File: src/rtl/branch_target_buffer_2bc.sv
// ============================================================================
// Module      : branch_target_buffer_2bc
// Description : Fully associative branch target buffer. Each entry holds a
//               valid bit, tag, target and a CTR_W-bit saturating direction
//               counter. Fetch lookup is combinational. Branches resolved in
//               EX update the buffer on the rising clock edge. Misses allocate
//               the lowest invalid entry, or the round-robin victim when the
//               buffer is full. A flush invalidates every entry.
//               Optional macro BTB_BYPASS_EN forwards a same-cycle EX update
//               at F_pc straight to the prediction outputs.
// Revision    : 1.0 - initial release
// ============================================================================
`default_nettype none

module branch_target_buffer_2bc #(
  parameter int PC_W  = 5,
  parameter int DEPTH = 8,
  parameter int CTR_W = 2
) (
  input  logic            clk,
  input  logic            rst,
  input  logic [PC_W-1:0] F_pc,
  input  logic            EX_brn,
  input  logic [PC_W-1:0] EX_pc,
  input  logic [PC_W-1:0] EX_alu_out,
  input  logic            EX_true_taken,
  input  logic            flush,
  output logic            F_BP_hit,
  output logic            F_BP_taken,
  output logic [PC_W-1:0] F_BP_target_pc
);

  localparam int c_IDX_W = (DEPTH > 1) ? $clog2(DEPTH) : 1;

  // Counter encodings: weakly taken is the smallest value with the MSB set,
  // weakly not-taken is the value just below it.
  localparam logic [CTR_W-1:0] c_CTR_WT  = CTR_W'(1) << (CTR_W - 1);
  localparam logic [CTR_W-1:0] c_CTR_WNT = c_CTR_WT - CTR_W'(1);
  localparam logic [CTR_W-1:0] c_CTR_MAX = {CTR_W{1'b1}};
  localparam logic [CTR_W-1:0] c_CTR_MIN = '0;

  // --------------------------------------------------------------------------
  // Storage
  // --------------------------------------------------------------------------
  logic               r_valid [DEPTH];
  logic [PC_W-1:0]    r_tag   [DEPTH];
  logic [PC_W-1:0]    r_tgt   [DEPTH];
  logic [CTR_W-1:0]   r_ctr   [DEPTH];
  logic [c_IDX_W-1:0] r_rr_ptr;

  // --------------------------------------------------------------------------
  // Combinational helpers
  // --------------------------------------------------------------------------
  logic               w_f_hit;
  logic [c_IDX_W-1:0] w_f_idx;
  logic               w_ex_hit;
  logic [c_IDX_W-1:0] w_ex_idx;
  logic               w_any_inv;
  logic [c_IDX_W-1:0] w_inv_idx;
  logic [c_IDX_W-1:0] w_victim;
  logic [CTR_W-1:0]   w_ex_ctr;
  logic [CTR_W-1:0]   w_ctr_upd;
  logic [CTR_W-1:0]   w_new_ctr;
  logic               w_upd;
  logic [PC_W-1:0]    w_f_seq;
  logic               w_reg_taken;
  logic [PC_W-1:0]    w_reg_target;

  // Fetch-side match: scanning from the top down leaves the lowest match.
  always_comb begin
    w_f_hit = 1'b0;
    w_f_idx = '0;
    for (int i = DEPTH - 1; i >= 0; i--) begin
      if (r_valid[i] && (r_tag[i] == F_pc)) begin
        w_f_hit = 1'b1;
        w_f_idx = c_IDX_W'(i);
      end
    end
  end

  // EX-side match, used to decide between in-place update and allocation.
  always_comb begin
    w_ex_hit = 1'b0;
    w_ex_idx = '0;
    for (int i = DEPTH - 1; i >= 0; i--) begin
      if (r_valid[i] && (r_tag[i] == EX_pc)) begin
        w_ex_hit = 1'b1;
        w_ex_idx = c_IDX_W'(i);
      end
    end
  end

  // Lowest free slot; the round-robin pointer is only used when none exists.
  always_comb begin
    w_any_inv = 1'b0;
    w_inv_idx = '0;
    for (int i = DEPTH - 1; i >= 0; i--) begin
      if (!r_valid[i]) begin
        w_any_inv = 1'b1;
        w_inv_idx = c_IDX_W'(i);
      end
    end
  end

  assign w_victim = w_any_inv ? w_inv_idx : r_rr_ptr;
  assign w_upd    = EX_brn && !flush;

  // Next counter value for the EX branch: saturating step on a hit,
  // weak initial state on an allocation.
  always_comb begin
    w_ex_ctr = r_ctr[w_ex_idx];
    if (EX_true_taken) begin
      w_ctr_upd = (w_ex_ctr == c_CTR_MAX) ? c_CTR_MAX : (w_ex_ctr + CTR_W'(1));
    end else begin
      w_ctr_upd = (w_ex_ctr == c_CTR_MIN) ? c_CTR_MIN : (w_ex_ctr - CTR_W'(1));
    end
    if (w_ex_hit) begin
      w_new_ctr = w_ctr_upd;
    end else begin
      w_new_ctr = EX_true_taken ? c_CTR_WT : c_CTR_WNT;
    end
  end

  // Prediction from registered state only; sequential PC wraps naturally.
  assign w_f_seq      = F_pc + PC_W'(1);
  assign w_reg_taken  = w_f_hit && r_ctr[w_f_idx][CTR_W-1];
  assign w_reg_target = w_reg_taken ? r_tgt[w_f_idx] : w_f_seq;

`ifdef BTB_BYPASS_EN
  logic w_byp;
  logic w_byp_taken;

  assign w_byp       = w_upd && (EX_pc == F_pc);
  assign w_byp_taken = w_new_ctr[CTR_W-1];

  // Forward the post-update view of the entry being written this cycle.
  always_comb begin
    if (w_byp) begin
      F_BP_hit       = 1'b1;
      F_BP_taken     = w_byp_taken;
      F_BP_target_pc = w_byp_taken ? EX_alu_out : w_f_seq;
    end else begin
      F_BP_hit       = w_f_hit;
      F_BP_taken     = w_reg_taken;
      F_BP_target_pc = w_reg_target;
    end
  end
`else
  assign F_BP_hit       = w_f_hit;
  assign F_BP_taken     = w_reg_taken;
  assign F_BP_target_pc = w_reg_target;
`endif

  // Entry state: async reset, flush invalidates, EX update or allocation.
  always_ff @(posedge clk or negedge rst) begin
    if (!rst) begin
      for (int i = 0; i < DEPTH; i++) begin
        r_valid[i] <= 1'b0;
        r_tag[i]   <= '0;
        r_tgt[i]   <= '0;
        r_ctr[i]   <= c_CTR_WNT;
      end
      r_rr_ptr <= '0;
    end else if (flush) begin
      // Flush drops any same-cycle update; payload fields are kept.
      for (int i = 0; i < DEPTH; i++) begin
        r_valid[i] <= 1'b0;
      end
      r_rr_ptr <= '0;
    end else if (EX_brn) begin
      if (w_ex_hit) begin
        r_ctr[w_ex_idx] <= w_new_ctr;
        if (EX_true_taken) begin
          r_tgt[w_ex_idx] <= EX_alu_out;
        end
      end else begin
        r_valid[w_victim] <= 1'b1;
        r_tag[w_victim]   <= EX_pc;
        r_tgt[w_victim]   <= EX_alu_out;
        r_ctr[w_victim]   <= w_new_ctr;
        // Only evicting a live entry moves the replacement pointer.
        if (!w_any_inv) begin
          r_rr_ptr <= r_rr_ptr + c_IDX_W'(1);
        end
      end
    end
  end

endmodule

`default_nettype wire

File: config.mk
export PLATFORM = sky130hd
export DESIGN_NAME = branch_target_buffer_2bc
export DESIGN_NICKNAME = d
export VERILOG_FILES = /design/src/rtl/branch_target_buffer_2bc.sv
export SDC_FILE = /design/constraint.sdc
export NUM_CORES = 1
export LEC_CHECK = 0
export CAP_MARGIN = 25
export CORE_MARGIN = 2
export CORE_UTILIZATION = 28
export DETAILED_ROUTE_END_ITERATION = 16
export PLACE_DENSITY = 0.51
export SLEW_MARGIN = 20
export SYNTH_ARGS = -nofsm -noshare
export SYNTH_HDL_FRONTEND = slang
export SYNTH_SLANG_ARGS = --single-unit
File: constraint.sdc
create_clock -name clk -period 8.14 [get_ports clk]
set_clock_uncertainty 0.1 [all_clocks]
set_input_delay 2.442 -clock clk [delete_from_list [all_inputs] [get_ports clk]]
set_output_delay 2.442 -clock clk [all_outputs]
set_load 0.01 [all_outputs]
==> summary.txt, run 1 <==
Hold crit path type: reg2reg
Critical Path Start: F_pc[0]
Cell count after synthesis: 560
Clk pin slew, worst setup/hold paths: 0.07 ns
Worst hold slack: 0.387 ns
Final setup violating endpoints: 0
Main combinational cell family by area after synthesis: multiplexers
Crit end category: output port
RSZ-0062 raised after global routing: false
Initial DRC Count: 229
Clock Latency Late Sink: 0.36 ns
Final period utilization: 97.3%
CTS tree: done
Multi-input logic area: 0.00361 sq mm
Worst min-delay path startpoint: r_ctr[14]$_DFFE_PN1P_
Asr flop ratio synth: 100%
Final ANT Viol Nets: 0
Fillers: 2,272
Clock tree buffer depth: 2
Sequential share of power: 47.5%
Cts hold-fix bufs: 0
FP Rows: 55
Slew Limit Fails: 0
Peak supply drop: 0.100 mV
Share of layout cells above drive strength 1: 29.9%
Worst R2R Path Depth: 9
Syn Nets: 582
DRC Markers: 0
Post-synth EDFFs: 0
Status: completed
Switching power: 0.430 mW
Final total power: 1.46 mW
DR vias/cell: 4.82
Total grt overflow: 0
Largest net degree at the start of global routing: 67
Post-synthesis xor/xnor area fraction: 11.4%
P_int: 1.03 mW
Antenna fix cells: 0
Sw frac: 29.4%
Hold path depth: 2
WHS Endpoint: r_ctr[14]$_DFFE_PN1P_
Yosys warnings: 0
Avg Cell Area, Syn: 11.7 sq um
CTS root buf: clkbuf_16
WL/cell: 18.1 um
Die height: 157 um
GRT met2 Usage: 23.3%
Busiest metal layer after global routing: met2
Unique masters post-synth: 70
Startpoint Class: input pin
Crit Path Max Fanout: 11
Shortest period the worst path allows: 7.92 ns
Initial antenna violation count: 0
CTS Sinks: 107
Fin util: 33.9%
Cell Area, Synth: 0.00653 sq mm
Via count: 4,437
Worst path arrival time: 5.38 ns
Nets: 625
Max_cap viols: 0
Core ar.: 0.0228 sq mm
Clk network pwr share: 31.4%
Post-synthesis mux area share: 22.5%
Crit Path Category: in2out
Syn-to-layout area delta: 18.1%
DP HPWL: 12,300 um
Die area: 0.0246 sq mm
Main flop type after synthesis: dfrtp_1
Least-Margin Pin Slew: 0.861 ns
Sequential Area: 0.00269 sq mm
Initial Util: 28.7%
Synth Register Bits: 107
I/O Buffers: 26
Leak: 3.37 nW
R2R Path End: r_tgt[36]$_DFFE_PN0P_
# H-tree levels: 3
Pre-Repair DR Iteration Count: 4
Max-slew headroom: 42.4%
Flop2flop setup slack: 4.55 ns
PwrDens: 189 mW/mm^2
Post-synthesis compound-gate area fraction: 8.32%
Setup TNS: 0 ns
Final hold violations: 0
CP Data Required Time: 5.60 ns
Overall Global Routing Usage: 14.0%
Gpl congestion: 0.849
R2R Path Start: r_tag[38]$_DFFE_PN0P_
Met3 usage: 2.02%
Sequential share of the synthesized area: 41.2%
Met1 Usage GRT: 18.4%
First-pass GRT wire length: 26,500 um
Comb power frac: 21.1%
Boundary pin count: 27
Vias in the first global route: 4,706
Die span in x: 157 um
Number of buffers created by CTS: 9
Synth Area in Adders: 0.383%
Drt total wl: 16,700 um
Fmax: 0.126 GHz
Post-Synth Simple-Gate Area: 11.9%
-- state kept, by name, summed over array words and instances (netlist names) --
signal    flops
r_rr_ptr      3
r_tgt        40
r_tag        40
r_valid       8
r_ctr        16
-- logic make-up after synthesis --
group                    after synthesis
multiplexers                         134
AND/OR/NAND/NOR                      115
flip-flops                           107
XOR/XNOR                              85
AO/OA/AOI/OAI                         70
buffers and inverters                 47
adder cells (fa/ha/maj)                2
-- cell usage after synthesis, types with 4 or more instances --
master / number / area, sq um
nand4_1: 8 / 50.1
mux2_2: 69 / 777
mux2i_1: 45 / 450
o31ai_1: 7 / 52.6
dfstp_2: 8 / 210
a21o_1: 7 / 52.6
nand2_1: 15 / 56.3
o211ai_1: 4 / 30.0
o21ai_0: 9 / 45.0
and3_1: 7 / 43.8
nor3_1: 7 / 35.0
mux2_1: 15 / 169
buf_2: 10 / 50.1
nor2_1: 13 / 48.8
or2_2: 7 / 43.8
mux2_4: 5 / 75.1
xor2_1: 51 / 447
dfrtp_1: 99 / 2480
buf_6: 10 / 113
buf_4: 4 / 30.0
inv_1: 20 / 75.1
nand3_1: 14 / 70.1
xnor2_1: 34 / 298
nor4_1: 9 / 56.3
a21oi_1: 5 / 25.0
-- final cells by class --
| class | count | share of cell area [%] |
|---|---|---|
| multi-input cells | 406 | 46.8 |
| clock buffers | 9 | 2.92 |
| inverters | 20 | 0.973 |
| well taps | 313 | 5.08 |
| repair buffers | 59 | 8.24 |
| clock inverters | 7 | 1.10 |
| flip-flops and latches | 107 | 34.8 |
-- critical path, cell delays in order --
cell             delay (ns)
clkdlybuf4s50_1        0.50
buf_12                 0.15
xor2_1                 0.19
nor3_2                 0.06
buf_4                  0.13
a31oi_1                0.31
a21oi_4                0.11
buf_4                  0.16
buf_4                  0.19
mux2i_1                0.21
mux2i_1                0.10
mux2_2                 0.26
mux2_2                 0.26
dlygate4sd2_1          0.28
-- worst max path at each step --
stage / cells after the start / slack [ns] / to
after floorplan: 10 / 0.76 / F_BP_target_pc[1]
after global placement: 13 / -0.07 / F_BP_target_pc[1]
after detailed placement: 13 / -0.22 / F_BP_target_pc[1]
after CTS: 15 / 0.02 / F_BP_target_pc[1]
after global routing: 15 / 0.05 / F_BP_target_pc[1]
final: 14 / 0.22 / F_BP_target_pc[1]
-- per-stage QoR --
step                      setup WS [ns]  std cells  area [sq um]
final                             0.222        921          7710
after global routing             0.0477        921          7710
after CTS                        0.0156        914          7580
after detailed placement         -0.221        894          7220
after global placement          -0.0737        894          7220
after floorplan                   0.759        560          6530
-- layout by cell type (no fill, tap or decap), types with 9 or more instances in the layout --
| cell type | count |
|---|---|
| xnor2_1 | 33 |
| mux2_2 | 69 |
| xor2_1 | 51 |
| mux2_1 | 15 |
| buf_4 | 24 |
| clkdlybuf4s50_1 | 16 |
| nor2_1 | 13 |
| dfrtp_1 | 99 |
| inv_1 | 20 |
| mux2i_1 | 45 |
| nand2_1 | 15 |
| nand3_1 | 14 |
| o21ai_0 | 9 |
| clkbuf_16 | 11 |
-- what timing repair did --
item / CTS / global route
cloned: 0 / 2
resized for setup: 7 / 11
hold endpoints to repair: 0 / 0
buffers inserted: 4 / 5
pin swaps: 3 / 8
setup endpoints to repair: 5 / 4
-- layer usage --
metal,share of wire [%],up-vias
li1,-,2106
met1,46,2246
met2,49,58
met3,2.0,27
met4,2.7,0
met5,0,-
-- power by group through the flow --
stage	registers [mW]	logic [mW]	clock network (mW)
after global routing	0.706	0.341	0.496
after floorplan	0.679	0.233	0
final	0.694	0.309	0.459
after detailed placement	0.703	0.306	0
after CTS	0.694	0.306	0.472
after global placement	0.703	0.298	0
Note: power is estimated with default switching activity, not from simulation.
==> inputs of run 2 (changes only) <==
--- a/config.mk
+++ b/config.mk
@@ -9,8 +9,8 @@
 export CORE_MARGIN = 2
 export CORE_UTILIZATION = 28
 export DETAILED_ROUTE_END_ITERATION = 16
-export PLACE_DENSITY = 0.51
-export SLEW_MARGIN = 20
+export PLACE_DENSITY_LB_ADDON = 0.25
+export SLEW_MARGIN = 30
 export SYNTH_ARGS = -nofsm -noshare
 export SYNTH_HDL_FRONTEND = slang
 export SYNTH_SLANG_ARGS = --single-unit
==> run 2 against run 1 <==
Via count grew 1.6%. Critical endpoint unchanged. Worst setup slack worse by 0.00057 ns. Largest cell class unchanged. Maximum frequency barely moved. Largest power group unchanged. Non-clock buffer count decreased by 6.
==> summary.txt, run 2 (same netlist as run 1, synthesis figures left out) <==
R2R Path Start: r_tag[38]$_DFFE_PN0P_ (unchanged)
Non-filler cells, final: 915 (was 921)
Die height: 157 um (unchanged)
Max-slew headroom: 41.0% (was 42.4%)
Antenna fix cells: 0 (unchanged)
WL/cell: 18.5 um (was 18.1 um)
Pre-Repair DR Iteration Count: 4 (unchanged)
Die area: 0.0246 sq mm (unchanged)
Clock Latency Late Sink: 0.35 ns (was 0.36 ns)
Worst path arrival time: 5.38 ns (about the same)
Vias in the first global route: 4,710 (was 4,706)
Max_cap viols: 0 (unchanged)
Drt total wl: 16,900 um (was 16,700 um)
RSZ-0062 raised after global routing: false (unchanged)
I/O Buffers: 26 (unchanged)
Nets: 619 (was 625)
Leak: 3.35 nW (was 3.37 nW)
Least-Margin Pin Slew: 0.883 ns (was 0.861 ns)
Core ar.: 0.0228 sq mm (unchanged)
Largest regs: r_tag: 40 flops, r_tgt: 40 flops, r_ctr: 16 flops (unchanged)
Fillers: 2,257 (was 2,272)
Crit Path Category: in2out (unchanged)
FP Rows: 55 (unchanged)
Largest net degree at the start of global routing: 70 (was 67)
Shortest period the worst path allows: 7.92 ns (about the same)
Fin util: 33.7% (was 33.9%)
CTS tree: done (unchanged)
WHS Endpoint: r_ctr[14]$_DFFE_PN1P_ (unchanged)
DR vias/cell: 4.93 (was 4.82)
DP HPWL: 12,500 um (was 12,300 um)
Initial Util: 28.7% (unchanged)
Crit-path slowest cell: clkdlybuf4s50_1 (unchanged)
CP Data Required Time: 5.60 ns (about the same)
Final hold violations: 0 (unchanged)
Initial DRC Count: 277 (was 229)
Via count: 4,508 (was 4,437)
CTS root buf: clkbuf_16 (unchanged)
Clock tree buffer depth: 2 (unchanged)
Slowest stage delay, CP: 0.51 ns (was 0.50 ns)
Startpoint Class: input pin (unchanged)
First-pass GRT wire length: 27,100 um (was 26,500 um)
PwrDens: 191 mW/mm^2 (was 189 mW/mm^2)
Number of buffers created by CTS: 9 (unchanged)
Worst min-delay path startpoint: r_ctr[14]$_DFFE_PN1P_ (unchanged)
Placed cell count: 893 (was 894)
Final ANT Viol Nets: 0 (unchanged)
Final worst setup slack: 0.221 ns (was 0.222 ns)
DRC Markers: 0 (unchanged)
Syn-to-layout area delta: 17.5% (was 18.1%)
Boundary pin count: 27 (unchanged)
Clk pin slew, worst setup/hold paths: 0.07 ns (about the same)
R2R Path End: r_tgt[36]$_DFFE_PN0P_ (unchanged)
Slew Limit Fails: 0 (unchanged)
# H-tree levels: 3 (unchanged)
Most frequent cells in the layout: dfrtp_1 (99), mux2_2 (69), xor2_1 (51) (unchanged)
Most common cell after layout, fill and taps aside: dfrtp_1 (unchanged)
Share of layout cells above drive strength 1: 29.4% (was 29.9%)
Setup TNS: 0 ns (unchanged)
Overall Global Routing Usage: 14.3% (was 14.0%)
Crit Path Max Fanout: 11 (unchanged)
Total grt overflow: 0 (unchanged)
Gpl congestion: 0.877 (was 0.849)
Flop2flop setup slack: 4.43 ns (was 4.55 ns)
Worst R2R Path Depth: 9 (unchanged)
Crit end category: output port (unchanged)
Status: completed (unchanged)
Hold crit path type: reg2reg (unchanged)
Setup WS pre-CTS: -0.202 ns (was -0.221 ns)
Critical path, cell by cell: clkdlybuf4s50_1, buf_12, xor2_1, nor4_2, nand3_1, o211ai_1, a21oi_4, buf_6, buf_6, mux2i_1, mux2i_1, mux2_2, mux2_2, dlygate4sd2_1 (was clkdlybuf4s50_1, buf_12, xor2_1, nor3_2, buf_4, a31oi_1, a21oi_4, buf_4, buf_4, mux2i_1, mux2i_1, mux2_2, mux2_2, dlygate4sd2_1)
Final setup violating endpoints: 0 (unchanged)
Worst hold slack: 0.383 ns (was 0.387 ns)
Hold path depth: 2 (unchanged)
CTS Sinks: 107 (unchanged)
Final period utilization: 97.3% (about the same)
Peak supply drop: 0.128 mV (was 0.100 mV)
Die span in x: 157 um (unchanged)
Initial antenna violation count: 0 (unchanged)
Fmax: 0.126 GHz (about the same)
-- run 2: cell types whose count changed in the layout (fill, tap and decap cells not counted), sizes merged --
cell    delta
buf        -7
clkbuf     +3
inv        -2
-- run 2: per-layer routing --
layer	global-route usage, %	wire length (um)	up-vias
li1	-	-	2100
met1	19.3	7960	2308
met2	23.2	8070	73
met3	1.99	369	27
met4	5.90	507	0
met5	0	0	-
-- run 2: layout make-up --
cell class              count  area, sq um  share of cell area (%)
clock buffers              11          253                    3.29
flip-flops and latches    107         2690                    35.0
clock inverters             5         60.1                   0.783
repair buffers             53          591                    7.69
well taps                 313          392                    5.10
multi-input cells         406         3620                    47.1
inverters                  20         75.1                   0.978
-- run 2: per-stage QoR --
step	area, sq um	power (mW)
after global routing	7670	1.55
final	7670	1.47
after detailed placement	7200	1.01
after global placement	7200	1.00
after CTS	7550	1.48
after floorplan	6530	0.911
-- run 2: worst max-delay path by stage --
stage | startpoint | end | slack (ns)
6_report | F_pc[0] | F_BP_target_pc[1] | 0.22
5_1_grt | F_pc[0] | F_BP_target_pc[1] | 0.08
4_1_cts | F_pc[3] | F_BP_target_pc[1] | 0.05
3_5_place_dp | F_pc[2] | F_BP_target_pc[4] | -0.20
2_1_floorplan | F_pc[3] | F_BP_target_pc[1] | 0.76
3_3_place_gp | F_pc[1] | F_BP_target_pc[0] | -0.09
-- run 2: power by group --
| part | switching [mW] | internal [mW] | total (mW) | leakage, nW |
|---|---|---|---|---|
| registers | 0.0754 | 0.620 | 0.696 | 1.39 |
| clock network | 0.202 | 0.257 | 0.458 | 0.152 |
| logic | 0.146 | 0.168 | 0.314 | 1.81 |
| total | 0.423 | 1.04 | 1.47 | 3.35 |
-- run 2: worst max-delay path, delay by kind of cell --
family          cells  cell delay (ns)
simple gates        2             0.14
mux                 4             0.87
compound gates      2             0.51
xor+xnor            1             0.19
buf+inv             5             1.22
-- run 2: repair_timing --
action / CTS / global route
pin swaps: 2 / 5
endpoints found under the hold margin: 0 / 0
setup buffers: 3 / 1
endpoints found under the setup margin: 5 / 5
resized for setup: 10 / 9
gates cloned: 0 / 3
hold buffers: 0 / 0
==> inputs of run 3 (changes only) <==
--- a/config.mk
+++ b/config.mk
@@ -6,11 +6,12 @@
 export NUM_CORES = 1
 export LEC_CHECK = 0
 export CAP_MARGIN = 25
+export CORE_ASPECT_RATIO = 1.1
 export CORE_MARGIN = 2
 export CORE_UTILIZATION = 28
 export DETAILED_ROUTE_END_ITERATION = 16
 export PLACE_DENSITY_LB_ADDON = 0.25
-export SLEW_MARGIN = 30
+export SLEW_MARGIN = 20
 export SYNTH_ARGS = -nofsm -noshare
 export SYNTH_HDL_FRONTEND = slang
 export SYNTH_SLANG_ARGS = --single-unit
==> constraint.sdc (replaced) <==
create_clock -name clk -period 8.7 [get_ports clk]
set_clock_uncertainty 0.1 [all_clocks]
set_input_delay 2.61 -clock clk [delete_from_list [all_inputs] [get_ports clk]]
set_output_delay 2.61 -clock clk [all_outputs]
set_load 0.01 [all_outputs]
==> run 3 against run 2 <==
Worst hold slack got worse by 0.0042 ns. Clock power fell by 6.3%. Critical endpoint is now F_BP_target_pc[2]. Utilization down 0.84 points. Highest routed layer unchanged. Register-to-register slack improved by 0.54 ns. Routed wire length up 0.12%. Sequential share of layout area grew 0.77 points. Via count decreased by 1.8%.
==> summary.txt, run 3 (same netlist as run 1, synthesis figures left out) <==
Via count: 4,426 (was 4,508)
Boundary pin count: 27 (unchanged)
Most common cell after layout, fill and taps aside: dfrtp_1 (unchanged)
Crit end category: output port (unchanged)
Hold path depth: 2 (unchanged)
R2R Path End: r_ctr[4]$_DFFE_PN1P_ (was r_tgt[36]$_DFFE_PN0P_)
R2R Path Start: r_tag[8]$_DFFE_PN0P_ (was r_tag[38]$_DFFE_PN0P_)
RSZ-0062 raised after global routing: false (unchanged)
Die height: 164 um (was 157 um)
Sequential Area: 0.00269 sq mm (unchanged)
Startpoint Class: input pin (unchanged)
Gpl congestion: 0.870 (was 0.877)
Cts hold-fix bufs: 0 (unchanged)
CTS root buf: clkbuf_16 (unchanged)
Fin util: 32.9% (was 33.7%)
Overall Global Routing Usage: 14.7% (was 14.3%)
Share of layout cells above drive strength 1: 27.6% (was 29.4%)
Nets: 607 (was 619)
Status: completed (unchanged)
I/O Buffers: 26 (unchanged)
Final ANT Viol Nets: 0 (unchanged)
Worst hold slack: 0.378 ns (was 0.383 ns)
Syn-to-layout area delta: 15.0% (was 17.5%)
Crit-path slowest cell: clkdlybuf4s50_1 (unchanged)
Final setup violating endpoints: 0 (unchanged)
Critical path, cell by cell: clkdlybuf4s50_1, buf_12, xor2_1, nor4_1, and3_1, or2_2, a21oi_4, buf_12, mux2i_1, mux2i_1, a22oi_1, buf_4, mux2i_1, clkdlybuf4s50_1 (was clkdlybuf4s50_1, buf_12, xor2_1, nor4_2, nand3_1, o211ai_1, a21oi_4, buf_6, buf_6, mux2i_1, mux2i_1, mux2_2, mux2_2, dlygate4sd2_1)
Most frequent cells in the layout: dfrtp_1 (99), mux2_2 (69), xor2_1 (51) (unchanged)
Initial Util: 28.6% (was 28.7%)
Number of buffers created by CTS: 9 (unchanged)
Hold crit path type: reg2reg (unchanged)
# H-tree levels: 3 (unchanged)
DP HPWL: 12,600 um (was 12,500 um)
WHS Endpoint: r_ctr[14]$_DFFE_PN1P_ (unchanged)
Placed Instance Area: 0.00713 sq mm (was 0.00720 sq mm)
Vias in the first global route: 4,708 (was 4,710)
Pre-Repair DR Iteration Count: 4 (unchanged)
CP Data Required Time: 5.99 ns (was 5.60 ns)
Initial antenna violation count: 0 (unchanged)
CP most frequent cell: mux2i_1
CTS tree: done (unchanged)
DR vias/cell: 4.97 (was 4.93)
Clock Latency Late Sink: 0.36 ns (was 0.35 ns)
DRC Markers: 0 (unchanged)
Final Cell Area: 0.00751 sq mm (was 0.00767 sq mm)
Largest regs: r_tag: 40 flops, r_tgt: 40 flops, r_ctr: 16 flops (unchanged)
Slew Limit Fails: 0 (unchanged)
Shortest period the worst path allows: 8.51 ns
Clock tree buffer depth: 2 (unchanged)
Die area: 0.0246 sq mm (about the same)
CTS Sinks: 107 (unchanged)
Drt total wl: 16,900 um (about the same)
Initial DRC Count: 247 (was 277)
Final worst setup slack: 0.190 ns (was 0.221 ns)
Setup TNS: 0 ns (unchanged)
Crit Path Category: in2out (unchanged)
Crit Path Max Fanout: 9 (was 11)
Slowest stage delay, CP: 0.56 ns (was 0.51 ns)
Largest net degree at the start of global routing: 67 (was 70)
FP Rows: 58 (was 55)
PwrDens: 182 mW/mm^2 (was 191 mW/mm^2)
Peak supply drop: 0.0940 mV (was 0.128 mV)
Least-Margin Pin Slew: 0.894 ns (was 0.883 ns)
Leak: 3.25 nW (was 3.35 nW)
WL/cell: 19.0 um (was 18.5 um)
Fmax: 0.118 GHz
Clk pin slew, worst setup/hold paths: 0.08 ns (was 0.07 ns)
Max_cap viols: 0 (unchanged)
Setup WS pre-CTS: 0.0408 ns (was -0.202 ns)
First-pass GRT wire length: 27,600 um (was 27,100 um)
Worst path arrival time: 5.80 ns (was 5.38 ns)
Max-slew headroom: 40.2% (was 41.0%)
Final period utilization: 97.8%
Worst R2R Path Depth: 9 (unchanged)
Die span in x: 150 um (was 157 um)
Antenna fix cells: 0 (unchanged)
Fillers: 2,245 (was 2,257)
Total grt overflow: 0 (unchanged)
Worst min-delay path startpoint: r_ctr[14]$_DFFE_PN1P_ (unchanged)
Final hold violations: 0 (unchanged)
Multi-input logic area: 0.00360 sq mm (was 0.00362 sq mm)
Flop2flop setup slack: 4.97 ns (was 4.43 ns)
Core ar.: 0.0229 sq mm (was 0.0228 sq mm)
-- run 3: cell count changes in the layout (fill, tap and decap cells not counted), sizes merged --
cell	change
clkdlybuf4s50	+5
clkinvlp	-1
clkbuf	-5
inv	+3
dlygate4sd2	-5
clkinv	+1
bufinv	-1
buf	-9
-- run 3: layout make-up --
type	instances	area share, %
multi-input combinational	406	48.0
sequential	107	35.8
timing repair buffer	41	6.06
tap	300	5.00
clock buffer	9	3.00
clock inverter	7	1.18
inverter	20	1.00
-- run 3: what timing repair did --
item | in CTS | in global routing
setup buffers | 1 | 0
pin swaps | 1 | 2
resized for setup | 0 | 10
endpoints found under the setup margin | 1 | 5
-- run 3: through the flow --
step,power (mW),cells
after global routing,1.44,890
after CTS,1.38,890
final,1.37,890
after detailed placement,0.949,873
after global placement,0.941,873
after floorplan,0.853,560
-- run 3: critical path: cells and delay by family --
| family | cells | cell delay, ns |
|---|---|---|
| muxes | 3 | 0.48 |
| xor gates and xnor gates | 1 | 0.17 |
| buffers and inverters | 5 | 1.57 |
| AOI/OAI and AO/OA | 2 | 0.38 |
| and+or+nand+nor | 3 | 0.59 |
-- run 3: power by group --
| part | internal, mW | total, mW | switching, mW | leakage (nW) |
|---|---|---|---|---|
| clock network | 0.208 | 0.429 | 0.220 | 0.153 |
| logic | 0.152 | 0.287 | 0.135 | 1.71 |
| registers | 0.580 | 0.651 | 0.0710 | 1.39 |
| total | 0.940 | 1.37 | 0.426 | 3.25 |
-- run 3: per-layer routing --
layer,vias up,track usage [%],part of all wire [%]
met1,2234,19.6,46
met4,0,4.72,1.7
met2,89,24.6,49
met5,-,0,0
met3,27,1.94,3.4
li1,2076,-,-
-- run 3: how the worst max path moves through the flow --
stage | from | endpoint | slack, ns | cells after the start
after global placement | F_pc[1] | F_BP_target_pc[1] | 0.09 | 14
after CTS | F_pc[4] | F_BP_target_pc[1] | 0.006 | 15
after detailed placement | F_pc[4] | F_BP_target_pc[1] | 0.04 | 14
after global routing | F_pc[2] | F_BP_target_pc[2] | 0.0007 | 14
after floorplan | F_pc[3] | F_BP_target_pc[1] | 0.98 | 10
final | F_pc[4] | F_BP_target_pc[2] | 0.19 | 14
